--- src/rtl/mem_access_unit_pkg.sv ---
// Shared definitions for the memory access unit.
//   state_t     : FSM state encodings (IDLE, REQ, DRAIN)
//   size_t      : decoded access size (byte, half, word)
//   SEL_BYTE / SEL_HALF : op_sel encodings for byte and half accesses;
//                 a word access is the all-ones mask, whose width depends on
//                 the data width and so is built inside the modules.
//   lane_count(): number of byte lanes on a data bus of a given width.
package mem_access_unit_pkg;

    typedef enum logic [1:0] {
        ST_IDLE  = 2'd0,
        ST_REQ   = 2'd1,
        ST_DRAIN = 2'd2
    } state_t;

    typedef enum logic [1:0] {
        SZ_BYTE = 2'd0,
        SZ_HALF = 2'd1,
        SZ_WORD = 2'd2
    } size_t;

    localparam int SEL_BYTE = 1;
    localparam int SEL_HALF = 3;

    function automatic int lane_count(input int data_width);
        return data_width / 8;
    endfunction

endpackage

--- src/rtl/mem_access_unit_lane_align.sv ---
// mem_lane_align: combinational byte-lane steering.
//   Store mode (load_mode=0): data_out = data_in shifted up to the lane at
//   'offset'; lane_we = byte-enable mask for the access size at that offset.
//   Load mode  (load_mode=1): data_out = lane(s) at 'offset' shifted down to
//   bit 0, upper bits filled with the sign bit if sign_ext, else zero.
// Ports:
//   load_mode  in   select load extraction (1) or store steering (0)
//   size       in   access size
//   offset     in   byte offset inside the bus word
//   sign_ext   in   sign-extend the extracted load value
//   data_in    in   store data (low-aligned) or raw bus read data
//   data_out   out  steered / extracted data
//   lane_we    out  byte-lane mask for this size/offset
module mem_lane_align
    import mem_access_unit_pkg::*;
#(
    parameter int DATA_WIDTH = 32,
    parameter int OFS_W      = 2
) (
    input  logic                    load_mode,
    input  size_t                   size,
    input  logic [OFS_W-1:0]        offset,
    input  logic                    sign_ext,
    input  logic [DATA_WIDTH-1:0]   data_in,
    output logic [DATA_WIDTH-1:0]   data_out,
    output logic [DATA_WIDTH/8-1:0] lane_we
);

    localparam int LANES    = DATA_WIDTH / 8;
    localparam int HALF_MSB = (DATA_WIDTH >= 16) ? 15 : DATA_WIDTH - 1;

    logic [LANES-1:0]      size_mask;
    logic [DATA_WIDTH-1:0] shifted_up;
    logic [DATA_WIDTH-1:0] shifted_down;
    logic [DATA_WIDTH-1:0] extended;
    logic                  sign_bit;

    always_comb begin
        size_mask = '1;
        case (size)
            SZ_BYTE: size_mask = LANES'(SEL_BYTE);
            SZ_HALF: size_mask = LANES'(SEL_HALF);
            default: size_mask = '1;
        endcase
    end

    assign shifted_up   = data_in << {offset, 3'b000};
    assign shifted_down = data_in >> {offset, 3'b000};
    assign lane_we      = size_mask << offset;

    // Sign bit is the top bit of the extracted field, not of the bus word.
    always_comb begin
        sign_bit = shifted_down[DATA_WIDTH-1];
        case (size)
            SZ_BYTE: sign_bit = shifted_down[7];
            SZ_HALF: sign_bit = shifted_down[HALF_MSB];
            default: sign_bit = shifted_down[DATA_WIDTH-1];
        endcase
    end

    // After shifting down, the kept field occupies exactly the lanes set in
    // size_mask; every other lane becomes the fill byte.
    generate
        for (genvar gi = 0; gi < LANES; gi++) begin : g_ext
            assign extended[gi*8 +: 8] = size_mask[gi] ? shifted_down[gi*8 +: 8]
                                                       : {8{sign_ext & sign_bit}};
        end
    endgenerate

    assign data_out = load_mode ? extended : shifted_up;

endmodule

--- src/rtl/mem_access_unit.sv ---
// mem_access_unit: multi-cycle load/store unit between the EX/MEM register
// and a variable-latency data RAM (req/ack handshake).
// Optional feature macro: MEM_ALIGN_EXC_EN -- when defined, a misaligned
// request pulses addr_err one cycle after the request; when undefined,
// misaligned requests are silently dropped and addr_err is tied 0.
// Ports:
//   clk, rst                  clock, synchronous active-high reset
//   op_valid/op_read/op_write access request (write wins if both set)
//   op_sign_ext, op_sel       load sign extension, size mask
//   op_addr, op_wdata         byte address, low-aligned store data
//   flush                     abandon the in-flight access
//   bus_req/bus_we/bus_addr/bus_wdata   RAM request side (held until ack)
//   bus_ack/bus_rdata         RAM completion and read data
//   stall_req                 freeze earlier pipeline stages
//   done/load_data            completion pulse and extended load result
//   addr_err, bus_err         misalignment and timeout pulses
module mem_access_unit
    import mem_access_unit_pkg::*;
#(
    parameter int DATA_WIDTH     = 32,
    parameter int ADDR_WIDTH     = 32,
    parameter int TIMEOUT_CYCLES = 255
) (
    input  logic                    clk,
    input  logic                    rst,
    input  logic                    op_valid,
    input  logic                    op_read,
    input  logic                    op_write,
    input  logic                    op_sign_ext,
    input  logic [DATA_WIDTH/8-1:0] op_sel,
    input  logic [ADDR_WIDTH-1:0]   op_addr,
    input  logic [DATA_WIDTH-1:0]   op_wdata,
    input  logic                    flush,
    output logic                    bus_req,
    output logic [DATA_WIDTH/8-1:0] bus_we,
    output logic [ADDR_WIDTH-1:0]   bus_addr,
    output logic [DATA_WIDTH-1:0]   bus_wdata,
    input  logic                    bus_ack,
    input  logic [DATA_WIDTH-1:0]   bus_rdata,
    output logic                    stall_req,
    output logic                    done,
    output logic [DATA_WIDTH-1:0]   load_data,
    output logic                    addr_err,
    output logic                    bus_err
);

    localparam int LANES = lane_count(DATA_WIDTH);
    localparam int OFS_W = $clog2(LANES);

    state_t                  state_reg;
    logic                    bus_req_reg;
    logic [LANES-1:0]        we_reg;
    logic [ADDR_WIDTH-1:0]   addr_reg;
    logic [DATA_WIDTH-1:0]   wdata_reg;
    size_t                   size_reg;
    logic [OFS_W-1:0]        ofs_reg;
    logic                    sign_reg;
    logic [31:0]             to_cnt_reg;
    logic                    done_reg;
    logic [DATA_WIDTH-1:0]   load_data_reg;
    logic                    bus_err_reg;

    logic [OFS_W-1:0]        op_ofs;
    size_t                   sel_size;
    logic                    sel_ok;
    logic                    op_active;
    logic                    accept;
    logic [DATA_WIDTH-1:0]   store_lanes;
    logic [LANES-1:0]        store_we;
    logic [DATA_WIDTH-1:0]   load_ext;
    logic [LANES-1:0]        load_we_unused;

    assign op_ofs = op_addr[OFS_W-1:0];

    // Size decode and alignment: any mask other than byte/half/word is
    // treated as misaligned so it can never reach the bus.
    always_comb begin
        sel_size = SZ_BYTE;
        sel_ok   = 1'b0;
        if (op_sel == {LANES{1'b1}}) begin
            sel_size = SZ_WORD;
            sel_ok   = (op_ofs == '0);
        end else if (op_sel == LANES'(SEL_HALF)) begin
            sel_size = SZ_HALF;
            sel_ok   = ~op_ofs[0];
        end else if (op_sel == LANES'(SEL_BYTE)) begin
            sel_size = SZ_BYTE;
            sel_ok   = 1'b1;
        end
    end

    assign op_active = (state_reg == ST_IDLE) && !rst && op_valid
                       && (op_read || op_write) && !flush;
    assign accept    = op_active && sel_ok;

    // Store steering works on the live op_* inputs so the lanes can be
    // latched in the accept cycle.
    mem_lane_align #(
        .DATA_WIDTH (DATA_WIDTH),
        .OFS_W      (OFS_W)
    ) u_store_align (
        .load_mode (1'b0),
        .size      (sel_size),
        .offset    (op_ofs),
        .sign_ext  (1'b0),
        .data_in   (op_wdata),
        .data_out  (store_lanes),
        .lane_we   (store_we)
    );

    // Load extraction works on the latched size/offset and the bus data.
    mem_lane_align #(
        .DATA_WIDTH (DATA_WIDTH),
        .OFS_W      (OFS_W)
    ) u_load_align (
        .load_mode (1'b1),
        .size      (size_reg),
        .offset    (ofs_reg),
        .sign_ext  (sign_reg),
        .data_in   (bus_rdata),
        .data_out  (load_ext),
        .lane_we   (load_we_unused)
    );

    always_ff @(posedge clk) begin
        if (rst) begin
            state_reg     <= ST_IDLE;
            bus_req_reg   <= 1'b0;
            we_reg        <= '0;
            addr_reg      <= '0;
            wdata_reg     <= '0;
            size_reg      <= SZ_BYTE;
            ofs_reg       <= '0;
            sign_reg      <= 1'b0;
            to_cnt_reg    <= '0;
            done_reg      <= 1'b0;
            load_data_reg <= '0;
            bus_err_reg   <= 1'b0;
        end else begin
            done_reg    <= 1'b0;
            bus_err_reg <= 1'b0;
            case (state_reg)
                ST_IDLE: begin
                    to_cnt_reg <= '0;
                    if (accept) begin
                        state_reg   <= ST_REQ;
                        bus_req_reg <= 1'b1;
                        addr_reg    <= {op_addr[ADDR_WIDTH-1:OFS_W], {OFS_W{1'b0}}};
                        we_reg      <= op_write ? store_we : '0;
                        wdata_reg   <= op_write ? store_lanes : '0;
                        size_reg    <= sel_size;
                        ofs_reg     <= op_ofs;
                        sign_reg    <= op_sign_ext;
                    end
                end
                ST_REQ: begin
                    if (bus_ack) begin
                        // A flush in the ack cycle discards the result.
                        state_reg   <= ST_IDLE;
                        bus_req_reg <= 1'b0;
                        to_cnt_reg  <= '0;
                        if (!flush) begin
                            done_reg      <= 1'b1;
                            load_data_reg <= (|we_reg) ? '0 : load_ext;
                        end
                    end else if (flush) begin
                        // Keep requesting: the RAM has the access and must
                        // be allowed to finish it.
                        state_reg  <= ST_DRAIN;
                        to_cnt_reg <= '0;
                    end else if ((TIMEOUT_CYCLES != 0)
                                 && (to_cnt_reg == 32'(TIMEOUT_CYCLES - 1))) begin
                        state_reg   <= ST_IDLE;
                        bus_req_reg <= 1'b0;
                        bus_err_reg <= 1'b1;
                        to_cnt_reg  <= '0;
                    end else begin
                        to_cnt_reg <= to_cnt_reg + 32'd1;
                    end
                end
                ST_DRAIN: begin
                    if (bus_ack) begin
                        state_reg   <= ST_IDLE;
                        bus_req_reg <= 1'b0;
                    end
                end
                default: begin
                    state_reg   <= ST_IDLE;
                    bus_req_reg <= 1'b0;
                end
            endcase
        end
    end

`ifdef MEM_ALIGN_EXC_EN
    logic addr_err_reg;
    logic misaligned;

    assign misaligned = op_active && !sel_ok;

    always_ff @(posedge clk) begin
        if (rst) begin
            addr_err_reg <= 1'b0;
        end else begin
            addr_err_reg <= misaligned;
        end
    end

    assign addr_err = addr_err_reg;
`else
    assign addr_err = 1'b0;
`endif

    assign bus_req   = bus_req_reg;
    assign bus_we    = we_reg;
    assign bus_addr  = addr_reg;
    assign bus_wdata = wdata_reg;
    assign stall_req = accept || (state_reg == ST_REQ);
    assign done      = done_reg;
    assign load_data = load_data_reg;
    assign bus_err   = bus_err_reg;

endmodule

--- config.mk ---
export PLATFORM = sky130hd
export DESIGN_NAME = mem_access_unit
export DESIGN_NICKNAME = d
export VERILOG_FILES = /design/src/rtl/mem_access_unit_pkg.sv /design/src/rtl/mem_access_unit_lane_align.sv /design/src/rtl/mem_access_unit.sv
export SDC_FILE = /design/constraint.sdc
export NUM_CORES = 1
export LEC_CHECK = 0
export BUFFER_PORTS_ARGS = -buffer_cell sky130_fd_sc_hd__buf_4
export CAP_MARGIN = 20
export CORE_MARGIN = 5
export CORE_UTILIZATION = 40
export CTS_CLUSTER_DIAMETER = 150
export DETAILED_ROUTE_END_ITERATION = 10
export HOLD_SLACK_MARGIN = 0.12
export PLACE_DENSITY = 0.68
export SETUP_SLACK_MARGIN = 0.02
export SYNTH_ARGS = -nofsm -noshare
export SYNTH_HDL_FRONTEND = slang
export SYNTH_SLANG_ARGS = --single-unit
--- constraint.sdc ---
create_clock -name clk -period 2.3 [get_ports clk]
set_clock_uncertainty 0.15 [all_clocks]
set_input_delay 0.46 -clock clk [delete_from_list [all_inputs] [get_ports clk]]
set_output_delay 0.46 -clock clk [all_outputs]
set_load 0.01 [all_outputs]
==> results of run 1 <==
per-layer routing:
metal,part of all wire (%),wire length (um)
met5,0,0
met4,2.2,465
met3,6.8,1450
met2,48,10200
met1,43,9280
critical path: stages, from the launching register on:
cell and delay (ps):
dfxtp_2 330, nor2_4 120, nand3_2 80, or4_4 520
buf_12 150, nand2_4 40, buf_6 90
where the power goes:
| part | internal, mW | total, mW | switching (mW) |
|---|---|---|---|
| clock network | 1.56 | 2.65 | 1.09 |
| registers | 2.43 | 2.43 | 0.00389 |
| logic | 0.210 | 0.401 | 0.191 |
kinds of logic after synthesis:
logic type,Yosys count
mux,50
other cells,1
xor+xnor,7
buf+inv,67
fa+ha+maj,2
simple gates,306
flops,140
compound gates,218
metrics by stage:
| step | total power, mW | setup WS [ps] | instances |
|---|---|---|---|
| after floorplan | 2.64 | 32.5 | 793 |
| after global placement | 2.88 | -179 | 1209 |
| after detailed placement | 2.88 | -200 | 1209 |
| after CTS | 5.54 | -59.7 | 1248 |
| after global routing | 5.67 | -123 | 1250 |
| final | 5.49 | -63.8 | 1250 |
final cells by class:
type	count	area share [%]
multi-input combinational	586	37.9
sequential	140	30.1
timing repair buffer	271	22.8
clock buffer	21	4.94
tap	216	2.90
clock inverter	11	1.19
inverter	5	0.201
how the worst min path moves through the flow:
stage / startpoint / slack (ps) / end
3_3_place_gp: load_data[15]$_SDFFE_PP0P_ / 280 / load_data[15]$_SDFFE_PP0P_
3_5_place_dp: load_data[15]$_SDFFE_PP0P_ / 280 / load_data[15]$_SDFFE_PP0P_
4_1_cts: op_addr[11] / 120 / bus_addr[11]$_SDFFE_PP0P_
2_1_floorplan: sign_reg$_SDFFE_PP0P_ / 290 / sign_reg$_SDFFE_PP0P_
6_report: op_addr[5] / 140 / bus_addr[5]$_SDFFE_PP0P_
5_1_grt: op_addr[28] / 130 / bus_addr[28]$_SDFFE_PP0P_
what timing repair did:
action	in CTS	in global routing
setup buffers	5	1
endpoints found under the setup margin	1	25
resized for setup	7	3
endpoints found under the hold margin	1	0
gates cloned	1	1
hold buffers	1	0
pin swaps	3	1
cell usage in the layout (no fill, tap or decap), drive strengths merged, types with 3 or more instances in the layout:
cell	count
conb	3
a31oi	16
mux2i	31
or3	10
o211ai	3
nor4bb	3
a22oi	23
a21oi	109
and2	4
mux2	17
or4	7
nand2b	11
dfxtp	140
and3	6
o21ai	32
clkbuf	22
inv	8
a211oi	3
buf	268
and4	4
nand3	40
nand4	9
nand2	155
o2111ai	9
nor3	3
clkinvlp	5
a41oi	4
nor2	29
nor4	8
nor2b	7
xor2	7
a22o	7
==> impl_metrics.ini, run 1 <==
[floorplan]
start_util_pct = 41.1
core_mm2 = 0.0160
io-pin-count = 213
die_x_um = 138
die_area_mm2 = 0.0191
dieHeight_um = 138
row_count = 46

[setup_path]
crit_fanout = 2
startpoint = state_reg[1]$_SDFFE_PP0P_
reg2reg_depth = 5
worstSetupEndpoint = stall_req
crit_required_ps = 1690
start_kind = flip-flop
r2r-start = to_cnt_reg[16]$_SDFFE_PP0P_
crit_path_end_kind = output port
r2r_slack_ps = 100
path_class = reg -> out
cp.arrival_ps = 1750
reg2reg_to = bus_req$_SDFFE_PP0P_

[synthesis]
synth-compound-area-share_pct = 19.9
syn_area_mm2 = 0.00657
synth_top_area_share_pct = 42.6
synth-edff-count = 0
syn_inst = 791
synth_cell_type_count = 60
synthArstFlopShare_pct = 0
yosys.area_share.simple_pct = 23.4
synth_common_cells = nand2_1 (155), dfxtp_1 (140), a21oi_1 (109)
post-synth-top-count-cell = nand2_1
yosys_warnings = 0
avgSynthCellArea_um2 = 8.31
synth-main-ff-cell = dfxtp_1
synth_top_area_cell = dfxtp_1
muxShareOfSynthArea_pct = 8.32
yosys.area_share.adder_pct = 0.381
synth_top_family_by_area = simple AND/OR/NAND/NOR gates
synth-xor-area-share_pct = 0.933
ys_ff_latch = 140
yosys-top-cells-area = dfxtp_1 (43%), nand2_1 (8.9%), a21oi_1 (8.3%)
synth_seq_area_share_pct = 42.6

[sta]
slew_headroom_pct = 52.5
setup_ws_ps = -63.8
finalHoldViolCount = 0
setup_viol = 1
holdWs_ps = 137
fin_crit_sh_pct = 103
fin_crit_ps = 2360
slew_viol_final = 0
maxClockFrequency_mhz = 423
setup_tns_ps = -63.8
tightest_slew_ps = 710
rsz0062_at_grt = yes

[routing]
ant_nets = 0
drtPass1Iterations = 5
drc = 0
dr.first_iter.drc_count = 502
wl_per_cell_um = 17.1
vias = 6710
via_per_inst = 5.37
wirelength_mm = 21.4

[global_routing]
busiest_layer = met2
grt_pass1_vias = 6242
antenna_found_initial = 0
grt_use_met2_pct = 34.6
grt_max_degree = 65
grt-ovfl-total = 0
grt_usage_pct = 21.2
grt_util_met1_pct = 27.5
use_met3_pct = 5.31
grt_pass1_wl_mm = 33.6

[job]
maxCapViolations = 0

[clocking]
cts_tree = done
worstSkewPairLatency_ps = 420
clock_sinks = 140
cts_inserted_buffers = 17
cts_buffer_depth = 2
clockRootBuffer = clkbuf_16
cts_max_level = 4
clk_pin_slew_ps = 60

[layout]
design_area_mm2 = 0.00932
multi_input_area_mm2 = 0.00353
regArea_mm2 = 0.00280
nets = 1131
drive_above_1_share_pct = 32.7
syn_to_final_growth_pct = 41.8
nFillCells = 1505
antenna_cells = 0
post-route-util_pct = 58.2

[place]
post_dp_cell_area_mm2 = 0.00861
port_buffers = 209
gp_congestion = 0.840
dp_hpwl_mm = 15.2

[outcome]
violations = setup timing
status = complete, but fails checks

[worst_hold_path]
min_path_cells = 3
hold_path.class = in -> reg

[power]
pwr_density_cell_mw_per_mm2 = 589
power_leakage_nw = 3.73
irDropWorstVdd_uv = 551
Note: power is estimated with default switching activity, not from simulation.
==> run 2: changes to the inputs <==
--- a/config.mk
+++ b/config.mk
@@ -8,11 +8,11 @@
 export BUFFER_PORTS_ARGS = -buffer_cell sky130_fd_sc_hd__buf_4
 export CAP_MARGIN = 20
 export CORE_MARGIN = 5
-export CORE_UTILIZATION = 40
+export CORE_UTILIZATION = 46
 export CTS_CLUSTER_DIAMETER = 150
 export DETAILED_ROUTE_END_ITERATION = 10
 export HOLD_SLACK_MARGIN = 0.12
-export PLACE_DENSITY = 0.68
+export PLACE_DENSITY = 0.76
 export SETUP_SLACK_MARGIN = 0.02
 export SYNTH_ARGS = -nofsm -noshare
 export SYNTH_HDL_FRONTEND = slang
==> impl_metrics.ini, run 2 (synthesis results as in run 1) <==
[outcome]
status = complete, but fails checks
violations = setup timing

[clocking]
cts_tree = done
cts_max_level = 4
clk_pin_slew_ps = 60
clock_sinks = 140
cts_buffer_depth = 2
cts_inserted_buffers = 17
worstSkewPairLatency_ps = 410
clockRootBuffer = clkbuf_16

[routing]
ant_nets = 0
drtPass1Iterations = 5
via_per_inst = 5.48
dr.first_iter.drc_count = 531
drc = 0
wirelength_mm = 20.5
vias = 6637
wl_per_cell_um = 17.0

[sta]
setup_ws_ps = -117
setup_viol = 1
slew_headroom_pct = 46.4
finalHoldViolCount = 0
slew_viol_final = 0
fin_crit_sh_pct = 105
rsz0062_at_grt = yes
maxClockFrequency_mhz = 414
fin_crit_ps = 2420
tightest_slew_ps = 802
setup_tns_ps = -117

[place]
dp_hpwl_mm = 14.8
post_dp_cell_area_mm2 = 0.00858
port_buffers = 209
gp_congestion = 0.859

[floorplan]
die_area_mm2 = 0.0168
io-pin-count = 213
core_mm2 = 0.0139
dieHeight_um = 130
start_util_pct = 47.2
die_x_um = 130
row_count = 43

[setup_path]
crit_path_end_kind = output port
cp.arrival_ps = 1810
start_kind = flip-flop
crit_fanout = 2
crit_required_ps = 1690
path_class = reg -> out

[power]
irDropWorstVdd_uv = 528
power_leakage_nw = 3.76
pwr_density_cell_mw_per_mm2 = 607
finalPower_mw = 5.65

[global_routing]
grt_pass1_vias = 6307
grt_pass1_wl_mm = 31.9
grt_max_degree = 66
grt_usage_pct = 23.5
antenna_found_initial = 0
grt-ovfl-total = 0

[layout]
antenna_cells = 0
mostFrequentLayoutCell = buf_4
layout_common_cells = buf_4 (261), nand2_1 (154), dfxtp_1 (139), a21oi_1 (108), nand3_1 (39)
post-route-util_pct = 66.8
design_area_mm2 = 0.00931
syn_to_final_growth_pct = 41.6
nets = 1129
drive_above_1_share_pct = 33.0

[job]
maxCapViolations = 0

[worst_hold_path]
hold_path.class = in -> reg
-- run 2: layout make-up --
| type | count | area [um2] |
|---|---|---|
| Clock buffer | 18 | 439 |
| Clock inverter | 14 | 169 |
| Fill cell | 1205 | 4630 |
| Inverter | 5 | 18.8 |
| Multi-Input combinational cell | 586 | 3550 |
| Sequential cell | 140 | 2800 |
| Tap cell | 180 | 225 |
| Timing Repair Buffer | 269 | 2100 |
-- run 2: path summary, 6_finish.rpt --
kind | from | to | slack, ps | depth (start not counted)
setup reg to reg | state_reg[1]$_SDFFE_PP0P_ | bus_wdata[10]$_SDFFE_PP0P_ | 110 | 8
hold / removal | op_addr[2] | bus_addr[2]$_SDFFE_PP0P_ | 140 | 3
setup / recovery | state_reg[1]$_SDFFE_PP0P_ | stall_req | -120 | 7
hold reg to reg | bus_addr[15]$_SDFFE_PP0P_ | bus_addr[15]$_SDFFE_PP0P_ | 300 | 2
-- run 2: per-stage QoR --
step | hold slack (ps) | instances | setup WS, ps
floorplan | 294 | 793 | 32.5
global placement | 290 | 1175 | -255
detailed placement | 297 | 1175 | -277
CTS | 127 | 1212 | -136
global route | 123 | 1212 | -185
finish | 143 | 1212 | -117
-- run 2: routing by layer --
layer  GRT usage (%)  routed length [um]  vias up
met5               0                   0        -
met4            7.95                 504        0
met3            5.36                1600       37
met2            38.2                9790      233
met1            31.1                8650     3074
li1                -                   -     3293
-- run 2: where the power goes --
part | internal (mW) | total (mW) | switching (mW)
Clock | 1.74 | 2.81 | 1.07
Combinational | 0.210 | 0.402 | 0.192
Sequential | 2.43 | 2.44 | 0.00386
-- run 2: repair_timing --
item,CTS,global route
setup buffers,3,0
gates cloned,1,0
gates resized for setup,8,6
endpoints found under the setup margin,10,15
hold buffers,1,0
pin swaps,3,3
hold endpoints to repair,1,0
-- run 2: critical path, stage by stage, from the launching register on --
cell and delay, ps:
dfxtp_2 330, nor2_4 110, buf_6 110, nand3_4 50
or4_4 500, buf_12 150, nand2_4 40, buf_6 90
==> run 3: changes to the inputs <==
--- a/config.mk
+++ b/config.mk
@@ -8,12 +8,13 @@
 export BUFFER_PORTS_ARGS = -buffer_cell sky130_fd_sc_hd__buf_4
 export CAP_MARGIN = 20
 export CORE_MARGIN = 5
-export CORE_UTILIZATION = 46
+export CORE_UTILIZATION = 49
 export CTS_CLUSTER_DIAMETER = 150
 export DETAILED_ROUTE_END_ITERATION = 10
 export HOLD_SLACK_MARGIN = 0.12
-export PLACE_DENSITY = 0.76
+export PLACE_DENSITY = 0.78
 export SETUP_SLACK_MARGIN = 0.02
 export SYNTH_ARGS = -nofsm -noshare
 export SYNTH_HDL_FRONTEND = slang
+export SYNTH_HIERARCHICAL = 1
 export SYNTH_SLANG_ARGS = --single-unit
==> impl_metrics.ini, run 3 <==
[sta]
slew_headroom_pct = 44.7
finalHoldViolCount = 0
rsz0062_at_grt = no
setup_viol = 0
tightest_slew_ps = 824
fin_crit_sh_pct = 94.9
setup_tns_ps = 0
maxClockFrequency_mhz = 458
fin_crit_ps = 2180
slew_viol_final = 0

[global_routing]
grt_pass1_vias = 7969
grt-ovfl-total = 0
grt_usage_pct = 25.4
grt_max_degree = 64
antenna_found_initial = 0
grt_pass1_wl_mm = 40.9

[worst_hold_path]
min_path_cells = 3
hold_path.class = in -> reg

[setup_path]
start_kind = flip-flop
crit_fanout = 6
crit_required_ps = 1690
path_class = reg -> out
reg2reg_depth = 8
cp.arrival_ps = 1570
crit_path_end_kind = output port

[outcome]
status = complete, no violations

[layout]
antenna_cells = 0
nets = 1394
layout_common_cells = buf_4 (245), nand2_1 (170), dfxtp_1 (136), a21oi_1 (124), nor2_1 (99)
design_area_mm2 = 0.0109
multi_input_area_mm2 = 0.00497
mostFrequentLayoutCell = buf_4
nFillCells = 1433
regArea_mm2 = 0.00281
syn_to_final_growth_pct = 33.1
drive_above_1_share_pct = 26.3

[clocking]
worstSkewPairLatency_ps = 420
cts_tree = done
cts_buffer_depth = 2
clk_pin_slew_ps = 70
cts_inserted_buffers = 17
clockRootBuffer = clkbuf_16
cts_max_level = 4
clock_sinks = 140
cts_setup_buffers = 0

[synthesis]
avgSynthCellArea_um2 = 7.63
syn_inst = 1072
yosys_warnings = 6
syn_area_mm2 = 0.00817

[power]
pwr_density_cell_mw_per_mm2 = 542
irDropWorstVdd_uv = 628
power_leakage_nw = 4.15

[routing]
dr.first_iter.drc_count = 818
vias = 8728
via_per_inst = 5.75
wirelength_mm = 25.7
ant_nets = 0
drtPass1Iterations = 6
wl_per_cell_um = 16.9
drc = 0

[place]
gp_congestion = 0.880
post_dp_cell_area_mm2 = 0.0100
dp_hpwl_mm = 17.7
port_buffers = 209

[floorplan]
die_area_mm2 = 0.0194
start_util_pct = 49.6
row_count = 47
io-pin-count = 213
die_x_um = 139
core_mm2 = 0.0165
dieHeight_um = 139

[job]
maxCapViolations = 0
[run 3: changes by cell type in the layout (fill, tap and decap cells not counted), sizes merged, moves of 15 or more]
cell         previous run  this run
o311ai                  1        16
nand3                  40        68
a31oi                  16         1
buf                   267       250
dlygate4sd3             1        25
nor2                   29       111
nor2b                   7        34
nand2                 155       170
a21oi                 109       127
[run 3: layer usage]
layer / vias up / global-route usage, % / wire length (um)
li1: 4246 / - / -
met1: 4090 / 33.3 / 10900
met2: 365 / 40.8 / 12100
met3: 27 / 7.72 / 2320
met4: 0 / 6.90 / 397
met5: - / 0 / 0
[run 3: worst max-delay path, stage by stage, from the launching register on]
cell and delay, ps:
dfxtp_2 350, nor2_2 120, nor4b_2 200, buf_4 160, o21ai_4 70, o21ai_2 100
buf_4 150
[run 3: area by class of cell]
type | instances | area share, %
Timing Repair Buffer | 275 | 20.1
Multi-Input combinational cell | 840 | 45.7
Clock inverter | 15 | 1.56
Tap cell | 220 | 2.53
Sequential cell | 140 | 25.8
Clock buffer | 17 | 3.91
Inverter | 10 | 0.345
[run 3: power breakdown]
group          switching (mW)  internal [mW]  leakage [nW]
sequential            0.00443           2.43          1.13
combinational           0.380          0.345          2.74
clock                    1.27           1.46         0.281
[run 3: what timing repair did]
action                                  CTS  global route
hold buffers                             25             0
gates cloned                              0             0
pin swaps                                 1             0
gates resized for setup                   4             2
endpoints found under the setup margin    1             3
hold endpoints to repair                 25             0
[run 3: metrics by stage]
stage | cells | hold slack, ps | power (mW) | util (%) | setup WS, ps
2_1_floorplan | 1081 | 283 | 2.88 | - | 47.0
3_3_place_gp | 1460 | 289 | 3.14 | 60.8 | 49.0
3_5_place_dp | 1460 | 294 | 3.15 | 60.8 | 41.2
4_1_cts | 1517 | 127 | 5.92 | 66.0 | 39.9
5_1_grt | 1517 | 129 | 6.11 | 66.1 | 28.8
6_report | 1517 | 147 | 5.89 | 66.1 | 117
[run 3: worst paths after layout]
path / slack (ps) / start / end
worst max-delay path: 120 / state_reg[1]$_SDFFE_PP0P_ / stall_req
worst max register to register: 130 / to_cnt_reg[0]$_SDFFE_PP0P_ / to_cnt_reg[5]$_SDFFE_PP0P_
worst min register to register: 300 / bus_wdata[24]$_SDFFE_PP0P_ / bus_wdata[24]$_SDFFE_PP0P_
worst min-delay path: 150 / op_addr[9] / bus_addr[9]$_SDFFE_PP0P_
